File: config.mk
export PLATFORM = sky130hd
export DESIGN_NAME = proto_field_extractor
export DESIGN_NICKNAME = d
export VERILOG_FILES = /design/src/rtl/proto_field_extractor.sv
export SDC_FILE = /design/constraint.sdc
export NUM_CORES = 1
export LEC_CHECK = 0
export ABC_AREA = 1
export CAP_MARGIN = 20
export CORE_ASPECT_RATIO = 1.4
export CORE_MARGIN = 2
export CORE_UTILIZATION = 44
export DETAILED_ROUTE_END_ITERATION = 12
export PLACE_DENSITY_LB_ADDON = 0.3
export SYNTH_ARGS = -nofsm -noshare
export SYNTH_HDL_FRONTEND = slang
export SYNTH_SLANG_ARGS = --single-unit
File: constraint.sdc
create_clock -name clk_i -period 4.54 [get_ports clk_i]
set_clock_uncertainty 0.15 [all_clocks]
set_input_delay 0.908 -clock clk_i [delete_from_list [all_inputs] [get_ports clk_i]]
set_output_delay 0.908 -clock clk_i [all_outputs]
set_load 0.05 [all_outputs]
File: src/rtl/proto_field_extractor.sv
// proto_field_extractor: protobuf tag/length decoder with payload pass-through.
// Latency: field_id_valid one cycle after the final tag (or length) byte; payload bytes pass through combinationally.
// Backpressure: EMIT holds until field_id_rdy; pass-through byte_rdy follows data_rdy. Optional checks: PROTO_ERR_CHECK_EN.
module proto_field_extractor #(
  parameter int FIELD_ID_W = 16,
  parameter int LEN_W      = 32
) (
  input  logic                  clk_i,
  input  logic                  reset_i,
  input  logic [7:0]            byte_i,
  input  logic                  byte_valid,
  output logic                  byte_rdy,
  output logic [FIELD_ID_W-1:0] field_id_o,
  output logic [2:0]            wire_type_o,
  output logic [LEN_W-1:0]      field_len_o,
  output logic                  field_id_valid,
  input  logic                  field_id_rdy,
  output logic [7:0]            data_o,
  output logic                  data_valid,
  output logic                  data_last,
  input  logic                  data_rdy,
  output logic                  err_o
);

  localparam logic [2:0] S_TAG     = 3'd0;
  localparam logic [2:0] S_LEN     = 3'd1;
  localparam logic [2:0] S_EMIT    = 3'd2;
  localparam logic [2:0] S_VARINT  = 3'd3;
  localparam logic [2:0] S_FIXED   = 3'd4;
  localparam logic [2:0] S_PAYLOAD = 3'd5;
  localparam logic [2:0] S_ERROR   = 3'd6;

`ifdef PROTO_ERR_CHECK_EN
  // Wide tag contribution so bits beyond the field width can be detected.
  localparam int TAG_W     = 64;
  localparam int LEN_BYTES = (LEN_W + 6) / 7;
`else
  // Contribution is truncated straight to the field width.
  localparam int TAG_W     = FIELD_ID_W;
`endif

  logic [2:0]            state, state_nxt;
  logic [FIELD_ID_W-1:0] field_q;
  logic [2:0]            wt_q;
  logic [LEN_W-1:0]      len_q;
  logic [LEN_W-1:0]      cnt_q;
  logic [2:0]            tag_cnt;
  logic [3:0]            len_cnt;

  logic                  pass;
  logic                  accept;
  logic                  xfer;
  logic                  is_last;
  logic [5:0]            tag_off;
  logic [6:0]            len_off;
  logic [TAG_W-1:0]      tag_bits;
  logic [FIELD_ID_W-1:0] field_new;
  logic [LEN_W-1:0]      len_bits;
  logic [2:0]            wt_fin;
  logic                  proto_err;

  assign pass     = (state == S_VARINT) || (state == S_FIXED) || (state == S_PAYLOAD);
  assign accept   = byte_valid && byte_rdy;
  assign xfer     = pass && byte_valid && data_rdy;
  assign is_last  = (state == S_VARINT) ? ~byte_i[7] : (cnt_q == LEN_W'(1));

  // First tag byte carries 4 field bits; later bytes add 7 bits each starting at bit 4.
  assign tag_off  = 6'd4 + 6'(tag_cnt - 3'd1) * 6'd7;
  assign len_off  = 7'(len_cnt) * 7'd7;
  assign tag_bits = (tag_cnt == 3'd0) ? TAG_W'(byte_i[6:3]) : (TAG_W'(byte_i[6:0]) << tag_off);
  assign len_bits = LEN_W'(byte_i[6:0]) << len_off;
  assign field_new = field_q | tag_bits[FIELD_ID_W-1:0];
  assign wt_fin   = (tag_cnt == 3'd0) ? byte_i[2:0] : wt_q;

  assign byte_rdy       = pass ? data_rdy : ((state == S_TAG) || (state == S_LEN));
  assign field_id_valid = (state == S_EMIT);
  assign data_o         = byte_i;
  assign data_valid     = pass && byte_valid;
  assign data_last      = pass && byte_valid && is_last;
  assign field_id_o     = field_q;
  assign wire_type_o    = wt_q;
  assign field_len_o    = len_q;

`ifdef PROTO_ERR_CHECK_EN
  assign err_o = (state == S_ERROR);

  // Protocol violations detected on the byte being accepted in TAG or LEN.
  always_comb begin
    proto_err = 1'b0;
    if (accept && state == S_TAG) begin
      if ((tag_bits >> FIELD_ID_W) != '0) proto_err = 1'b1;
      if (tag_cnt == 3'd5)                proto_err = 1'b1;
      if (!byte_i[7] && (wt_fin == 3'd3 || wt_fin == 3'd4 || wt_fin == 3'd6 || wt_fin == 3'd7))
        proto_err = 1'b1;
      if (!byte_i[7] && field_new == '0)  proto_err = 1'b1;
    end
    if (accept && state == S_LEN && len_cnt == 4'(LEN_BYTES)) proto_err = 1'b1;
  end
`else
  assign err_o     = 1'b0;
  assign proto_err = 1'b0;
`endif

  // Next-state selection for the parser.
  always_comb begin
    state_nxt = state;
    case (state)
      S_TAG:     if (accept && !byte_i[7]) state_nxt = (wt_fin == 3'd2) ? S_LEN : S_EMIT;
      S_LEN:     if (accept && !byte_i[7]) state_nxt = S_EMIT;
      S_EMIT: begin
        if (field_id_rdy) begin
          case (wt_q)
            3'd0:    state_nxt = S_VARINT;
            3'd1,
            3'd5:    state_nxt = S_FIXED;
            3'd2:    state_nxt = (len_q != '0) ? S_PAYLOAD : S_TAG;
            default: state_nxt = S_TAG;
          endcase
        end
      end
      S_VARINT,
      S_FIXED,
      S_PAYLOAD: if (xfer && is_last) state_nxt = S_TAG;
      S_ERROR:   state_nxt = S_ERROR;
      default:   state_nxt = S_TAG;
    endcase
    if (proto_err) state_nxt = S_ERROR;
  end

  // State, accumulators and beat counter; accumulators clear whenever TAG is re-entered.
  always_ff @(posedge clk_i) begin
    if (reset_i) begin
      state   <= S_TAG;
      field_q <= '0;
      wt_q    <= '0;
      len_q   <= '0;
      cnt_q   <= '0;
      tag_cnt <= '0;
      len_cnt <= '0;
    end else begin
      state <= state_nxt;
      if (state_nxt == S_TAG && state != S_TAG) begin
        field_q <= '0;
        wt_q    <= '0;
        len_q   <= '0;
        tag_cnt <= '0;
        len_cnt <= '0;
      end else begin
        if (state == S_TAG && accept) begin
          field_q <= field_new;
          wt_q    <= wt_fin;
          tag_cnt <= (tag_cnt == 3'd7) ? tag_cnt : tag_cnt + 3'd1;
        end
        if (state == S_LEN && accept) begin
          len_q   <= len_q | len_bits;
          len_cnt <= (len_cnt == 4'd15) ? len_cnt : len_cnt + 4'd1;
        end
      end
      if (state == S_EMIT && field_id_rdy)
        cnt_q <= (wt_q == 3'd1) ? LEN_W'(8) : (wt_q == 3'd5) ? LEN_W'(4) : len_q;
      else if (xfer && state != S_VARINT)
        cnt_q <= cnt_q - LEN_W'(1);
    end
  end

endmodule

==> results of run 1 <==
cell type report:
| class | instances | area (um2) | share of cell area |
|---|---|---|---|
| clock buffers | 9 | 225 | 0.0333 |
| inverters | 122 | 458 | 0.0677 |
| multi-input cells | 627 | 3140 | 0.464 |
| flip-flops and latches | 93 | 1860 | 0.275 |
| repair buffers | 83 | 823 | 0.122 |
| well taps | 153 | 191 | 0.0283 |
| clock inverters | 7 | 66.3 | 0.00980 |
cells by family (layout without fill, tap and decap cells):
group | Yosys count | count (layout) | share of synthesized area
compound gates | 181 | 181 | 0.176
xor+xnor | 18 | 18 | 0.0278
fa+ha+maj | 16 | 16 | 0.0379
buf+inv | 161 | 221 | 0.120
flops | 93 | 93 | 0.328
mux | 1 | 1 | 0.00198
other cells | 1 | 1 | 0.000661
simple gates | 410 | 410 | 0.308
cell usage in the layout, fill, tap and decap left out, types with 9 or more instances in the layout:
cell type,n
ha_1,14
nand4_1,15
nor2_1,134
inv_1,114
a31oi_1,10
nand3_1,52
nor2_2,10
clkdlybuf4s50_1,75
nand2_1,164
nor3_1,14
clkbuf_16,9
xor2_1,12
o21ai_0,45
dfxtp_1,93
a21oi_1,101
per-layer routing:
metal / global-route usage / part of all wire
met5: 0 / 0
met4: 0.0872 / 0.028
met3: 0.0303 / 0.042
met2: 0.443 / 0.53
met1: 0.276 / 0.40
repair_timing:
action                                  in CTS  in global routing
resized for setup                            0                  3
endpoints found under the setup margin       0                 13
endpoints found under the hold margin        0                  0
metrics by stage:
stage	util	hold WS (ns)	cell area (um2)	setup WS, ns
finish	0.533	0.300	6760	0.401
global route	0.533	0.324	6760	0.00418
CTS	0.533	0.303	6760	0.245
detailed placement	0.510	0.287	6470	0.261
global placement	0.510	0.289	6470	0.337
floorplan	-	0.321	5670	0.406
cell usage after synthesis, types with 2 or more instances:
master / number
nor4_1: 2
a221oi_1: 4
nor3_1: 14
xnor2_1: 6
buf_6: 3
nand4_1: 15
dfxtp_1: 93
a31o_2: 2
nand2_2: 2
nor2_1: 134
fa_1: 2
ha_1: 14
a31oi_1: 10
a21oi_1: 101
inv_2: 8
or2_0: 4
nand2_1: 166
clkbuf_1: 13
inv_1: 114
or2_2: 3
o211ai_1: 8
buf_2: 12
buf_4: 10
a22oi_1: 2
nor2_2: 10
xor2_1: 12
or2_1: 4
o21ai_0: 46
nand3_1: 52
state kept, by name, indices dropped and copies added (netlist names):
name and flops:
cnt_q 32, field_len_o 32, state 3, len_cnt 4, field_id_o 16, tag_cnt 3
wire_type_o 3
worst max-delay path by stage:
stage                                        from                     endpoint  slack [ns]  depth (start not counted)
after floorplan           tag_cnt[0]$_SDFFE_PP0P_  field_id_o[11]$_SDFFE_PP0P_        0.41                         30
after global placement    tag_cnt[1]$_SDFFE_PP0P_   field_id_o[6]$_SDFFE_PP0P_        0.34                         25
after detailed placement  tag_cnt[1]$_SDFFE_PP0P_   field_id_o[6]$_SDFFE_PP0P_        0.26                         25
after CTS                 tag_cnt[1]$_SDFFE_PP0P_  field_id_o[14]$_SDFFE_PP0P_        0.24                         25
after global routing      tag_cnt[1]$_SDFFE_PP0P_  field_id_o[12]$_SDFFE_PP0P_       0.004                         25
final                     tag_cnt[1]$_SDFFE_PP0P_  field_id_o[12]$_SDFFE_PP0P_        0.40                         25
power breakdown:
group          internal, mW  switching (mW)  leakage (nW)
logic                 0.711            1.42          2.23
registers             0.883          0.0653         0.753
clock network         0.386           0.365         0.144
worst max-delay path, cell delays in order (launching register included):
cell     delay (ns)
dfxtp_1        0.38
inv_1          0.09
ha_1           0.20
inv_1          0.07
nand2_1        0.07
nand2_1        0.08
inv_1          0.06
ha_1           0.27
inv_1          0.04
fa_1           0.47
inv_1          0.04
ha_1           0.26
ha_1           0.13
inv_1          0.04
fa_1           0.40
inv_1          0.09
nand2_1        0.07
nand3_1        0.08
nand2_1        0.06
nand2_2        0.18
nand2_1        0.09
o21ai_0        0.24
nand3_1        0.15
o21ai_0        0.18
nand2_1        0.07
a21oi_1        0.11
==> impl_metrics.toml, run 1 <==
[yosys]
syn_nets = 910
synth_top_cell_by_area = "dfxtp_1"
yosysSeqAreaShare = 0.328
synth_flop_cell = "dfxtp_1"
synth_area_um2 = 5670
syn-instance-count = 881
netlist_top_cells_area = "dfxtp_1, nand2_1, a21oi_1, nor2_1, inv_1"
synth_cell_types = 44
avgSynthCellArea_um2 = 6.44
async_reset_ff_frac = 0
synth_edf_count = 0
synth_top_area_share = 0.328
yosys_warnings = 0
ys_seq_elements = 93

[routing]
via_count = 5778
routed_wl_um = 16300
drt_first_pass_iters = 5
drc = 0
ant_nets = 0
drt_iter0_markers = 292
viasPerCell = 5.28
wl_per_cell_um = 14.9

[clocking]
clk_latency_ns = 0.35
cts_tree = "done"
cts_hold_buf = 0
cts.reportedPaths.clkPinSlew_ns = 0.07
clock_sinks = 93
post_cts_buffers = 0
cts_htree_levels = 3
ctsLongestPathBuffers = 2
cts_made_buffers = 9
cts_root_buf = "clkbuf_16"

[placement]
globalplace.congestion = 1.01
place_hpwl_um = 12300
dp.cells = 1078
io_buffers = 75

[global_routing]
grt_first_pass_wirelength_um = 26500
antenna_found_initial = 0
grt_max_degree = 39
grt.overflow.total = 0
grt_pass1_vias = 5422
track_usage = 0.239

[floorplan]
row_count = 49
start_util = 0.447
fp.dieW_um = 100
core_area_um2 = 12700
die-area_um2 = 13800
die_y_um = 138
io_pins = 77

[critical_path]
crit_required_ns = 4.68
r2r_start = "tag_cnt[1]$_SDFFE_PP0P_"
rrSetupSlack_ns = 0.40
cp_max_fo = 13
crit_path_end_kind = "flop"
ff2ff_path_depth = 25
start_kind = "flop"
crit_arrival_ns = 4.28
path_class = "reg -> reg"
reg2reg_to = "field_id_o[12]$_SDFFE_PP0P_"

[cells_and_area]
fin_cells = 1094
final_nets = 965
drive_gt1_frac = 0.0606
syn2layout_area_growth_pct = 19.2
diodes = 0
n_fill_cell = 1285

[power_and_ir_drop]
powerDensity_nw_per_um2 = 567
ir_drop_uv = 337
power_mw = 3.83
p_leak_nw = 3.13

[timing]
worstMarginPinSlew_ns = 0.726
period_share = 0.912
tns_ns = 0
rsz0062_at_grt = "false"
layout_min_cycle_time_ns = 4.14
fmax_mhz = 242
hold_violations = 0
slew_violations = 0
finalSetupViolCount = 0
max_slew_margin = 0.515

[hold_path]
hold_end = "field_id_o[15]$_SDFFE_PP0P_"
holdCritPathClass = "reg -> reg"
holdPathStages = 2
hp-start = "field_id_o[15]$_SDFFE_PP0P_"

[run_status]
status = "finished clean"

[flow_run]
maxCapViolations = 0
Note: power is estimated with default switching activity, not from simulation.
==> inputs of run 2 (changes only) <==
--- a/config.mk
+++ b/config.mk
@@ -10,6 +10,8 @@
 export CORE_ASPECT_RATIO = 1.4
 export CORE_MARGIN = 2
 export CORE_UTILIZATION = 44
+export CTS_CLUSTER_DIAMETER = 120
+export CTS_CLUSTER_SIZE = 40
 export DETAILED_ROUTE_END_ITERATION = 12
 export PLACE_DENSITY_LB_ADDON = 0.3
 export SYNTH_ARGS = -nofsm -noshare
==> results of run 2 <==
Final layout, timing and power as in run 1 (identical DEF).
==> inputs of run 3 (changes only) <==
--- a/config.mk
+++ b/config.mk
@@ -6,9 +6,8 @@
 export NUM_CORES = 1
 export LEC_CHECK = 0
 export ABC_AREA = 1
-export CAP_MARGIN = 20
 export CORE_ASPECT_RATIO = 1.4
-export CORE_MARGIN = 2
+export CORE_MARGIN = 3
 export CORE_UTILIZATION = 44
 export CTS_CLUSTER_DIAMETER = 120
 export CTS_CLUSTER_SIZE = 40
==> run 3 against run 2 <==
Against the previous run: largest cell class unchanged; via count about the same; register-to-register slack better by 0.04 ns; critical endpoint is now field_id_o[13]$_SDFFE_PP0P_; count of clock-buffer cells in the layout unchanged; highest routed layer unchanged; utilization increased by 0.88 points; critical path depth rose by 2; sequential power about the same; final cell count shrank 0.18%; setup slack gained 0.038 ns; worst hold slack got worse by 0.0025 ns; fmax up 0.91%; clock power hardly changed.
==> impl_metrics.toml, run 3 (synthesis gave the netlist of run 1 again) <==
[run_status]
status = "finished clean"

[power_and_ir_drop]
clkPwrFrac = 0.195
intPower_mw = 2.00
p_leak_nw = 3.13
power_mw = 3.86
comb_power_share = 0.559
switchingPower_mw = 1.86
ir_drop_uv = 351
seq_power_share = 0.245
powerDensity_nw_per_um2 = 570
swShare = 0.483

[clocking]
ctsLongestPathBuffers = 2
cts_hold_buf = 0
cts_htree_levels = 3
cts_root_buf = "clkbuf_16"
cts_resized = 0
clk_latency_ns = 0.35
cts.reportedPaths.clkPinSlew_ns = 0.07
clock_sinks = 93
cts_made_buffers = 9
post_cts_buffers = 0
cts_tree = "done"

[timing]
worstMarginPinSlew_ns = 0.738
tns_ns = 0
slew_violations = 0
whs_ns = 0.298
fmax_mhz = 244
setup_slack_ns = 0.439
period_share = 0.903
rsz0062_at_grt = "false"
finalSetupViolCount = 0
layout_min_cycle_time_ns = 4.10
max_slew_margin = 0.507
hold_violations = 0

[cells_and_area]
syn2layout_area_growth_pct = 19.3
diodes = 0
regArea_um2 = 1860
final_cell_mix = "nand2_1, nor2_1, inv_1, a21oi_1, dfxtp_1"
fin_util = 0.542
final_common_cell = "nand2_1"
multi_input_area_um2 = 3140
fin_cells = 1092
fin_area_um2 = 6770
drive_gt1_frac = 0.0616
n_fill_cell = 1262
final_nets = 966

[floorplan]
die_y_um = 140
fp.dieW_um = 102
core_area_um2 = 12500
io_pins = 77
start_util = 0.454
die-area_um2 = 14300
row_count = 48

[critical_path]
cp_max_fo = 11
slowest_delay_ns = 0.47
cp-startpoint = "tag_cnt[0]$_SDFFE_PP0P_"
path_class = "reg -> reg"
worst-path-buf-inv = 8
crit_path_end_kind = "flop"
crit_slowest_cell = "fa_1"
crit_required_ns = 4.68
start_kind = "flop"
crit_arrival_ns = 4.24
r2r_start = "tag_cnt[0]$_SDFFE_PP0P_"
crit_family = "adder cells"

[routing]
drc = 0
drt_first_pass_iters = 6
viasPerCell = 5.29
wl_per_cell_um = 15.0
routed_wl_um = 16400
drt_iter0_markers = 253
via_count = 5780
ant_nets = 0

[placement]
globalplace.congestion = 0.997
pre_cts_ws_ns = 0.387
dp.cells = 1076
dpl_cell_area_um2 = 6470
io_buffers = 75
place_hpwl_um = 12300

[flow_run]
maxCapViolations = 0

[global_routing]
antenna_found_initial = 0
track_usage = 0.232
grt_pass1_vias = 5315
grt_first_pass_wirelength_um = 26400
grt.overflow.total = 0
grtUsageMet2 = 0.415
grt_max_degree = 39
met1_usage = 0.276
met3_usage = 0.0329
grt-busiest-layer = "met2"

[hold_path]
holdCritPathClass = "reg -> reg"
hp-start = "field_id_o[4]$_SDFFE_PP0P_"
-- run 3: changes by cell type in the layout (fill, tap and decap cells not counted) --
cell and delta:
inv_6 +3, clkinv_4 -2, buf_6 +1, dfxtp_1 -1, dfxtp_2 +1, inv_8 -1, nand2_1 +1, nand2_2 -1
o21ai_0 -1, o21ai_1 +1
-- run 3: worst paths after layout --
| kind | end | slack, ns | cells past startpoint |
|---|---|---|---|
| max | field_id_o[13]$_SDFFE_PP0P_ | 0.44 | 27 |
| max reg2reg | field_id_o[13]$_SDFFE_PP0P_ | 0.44 | 27 |
| min | field_id_o[4]$_SDFFE_PP0P_ | 0.30 | 2 |
| min reg2reg | field_id_o[4]$_SDFFE_PP0P_ | 0.30 | 2 |
-- run 3: power groups by stage --
| stage | sequential [mW] | clock (mW) | combinational [mW] |
|---|---|---|---|
| 6_report | 0.947 | 0.754 | 2.16 |
| 5_1_grt | 0.957 | 0.793 | 2.45 |
| 4_1_cts | 0.946 | 0.767 | 2.13 |
| 3_5_place_dp | 0.963 | 0 | 2.12 |
| 3_3_place_gp | 0.965 | 0 | 2.11 |
| 2_1_floorplan | 1.04 | 0 | 1.57 |
-- run 3: layout make-up --
type,instances,share of cell area
clock buffers,9,0.0333
well taps,150,0.0277
inverters,122,0.0677
clock inverters,7,0.00943
repair buffers,84,0.123
multi-input cells,627,0.463
flip-flops and latches,93,0.275
-- run 3: per-layer routing --
layer  vias to the layer above  share of wire  wire length [um]
li1                       2968              -                 -
met2                       171           0.53              8610
met4                         0          0.026               424
met3                        27          0.057               925
met1                      2614           0.39              6390
met5                         -              0                 0
-- run 3: worst register-to-register path, delay by kind of cell (launching register included) --
family | cells | cell delay (ns)
AOI/OAI and AO/OA | 1 | 0.11
adders and majority gates | 6 | 1.73
buffers and inverters | 8 | 0.58
DFF | 1 | 0.33
and+or+nand+nor | 12 | 1.13
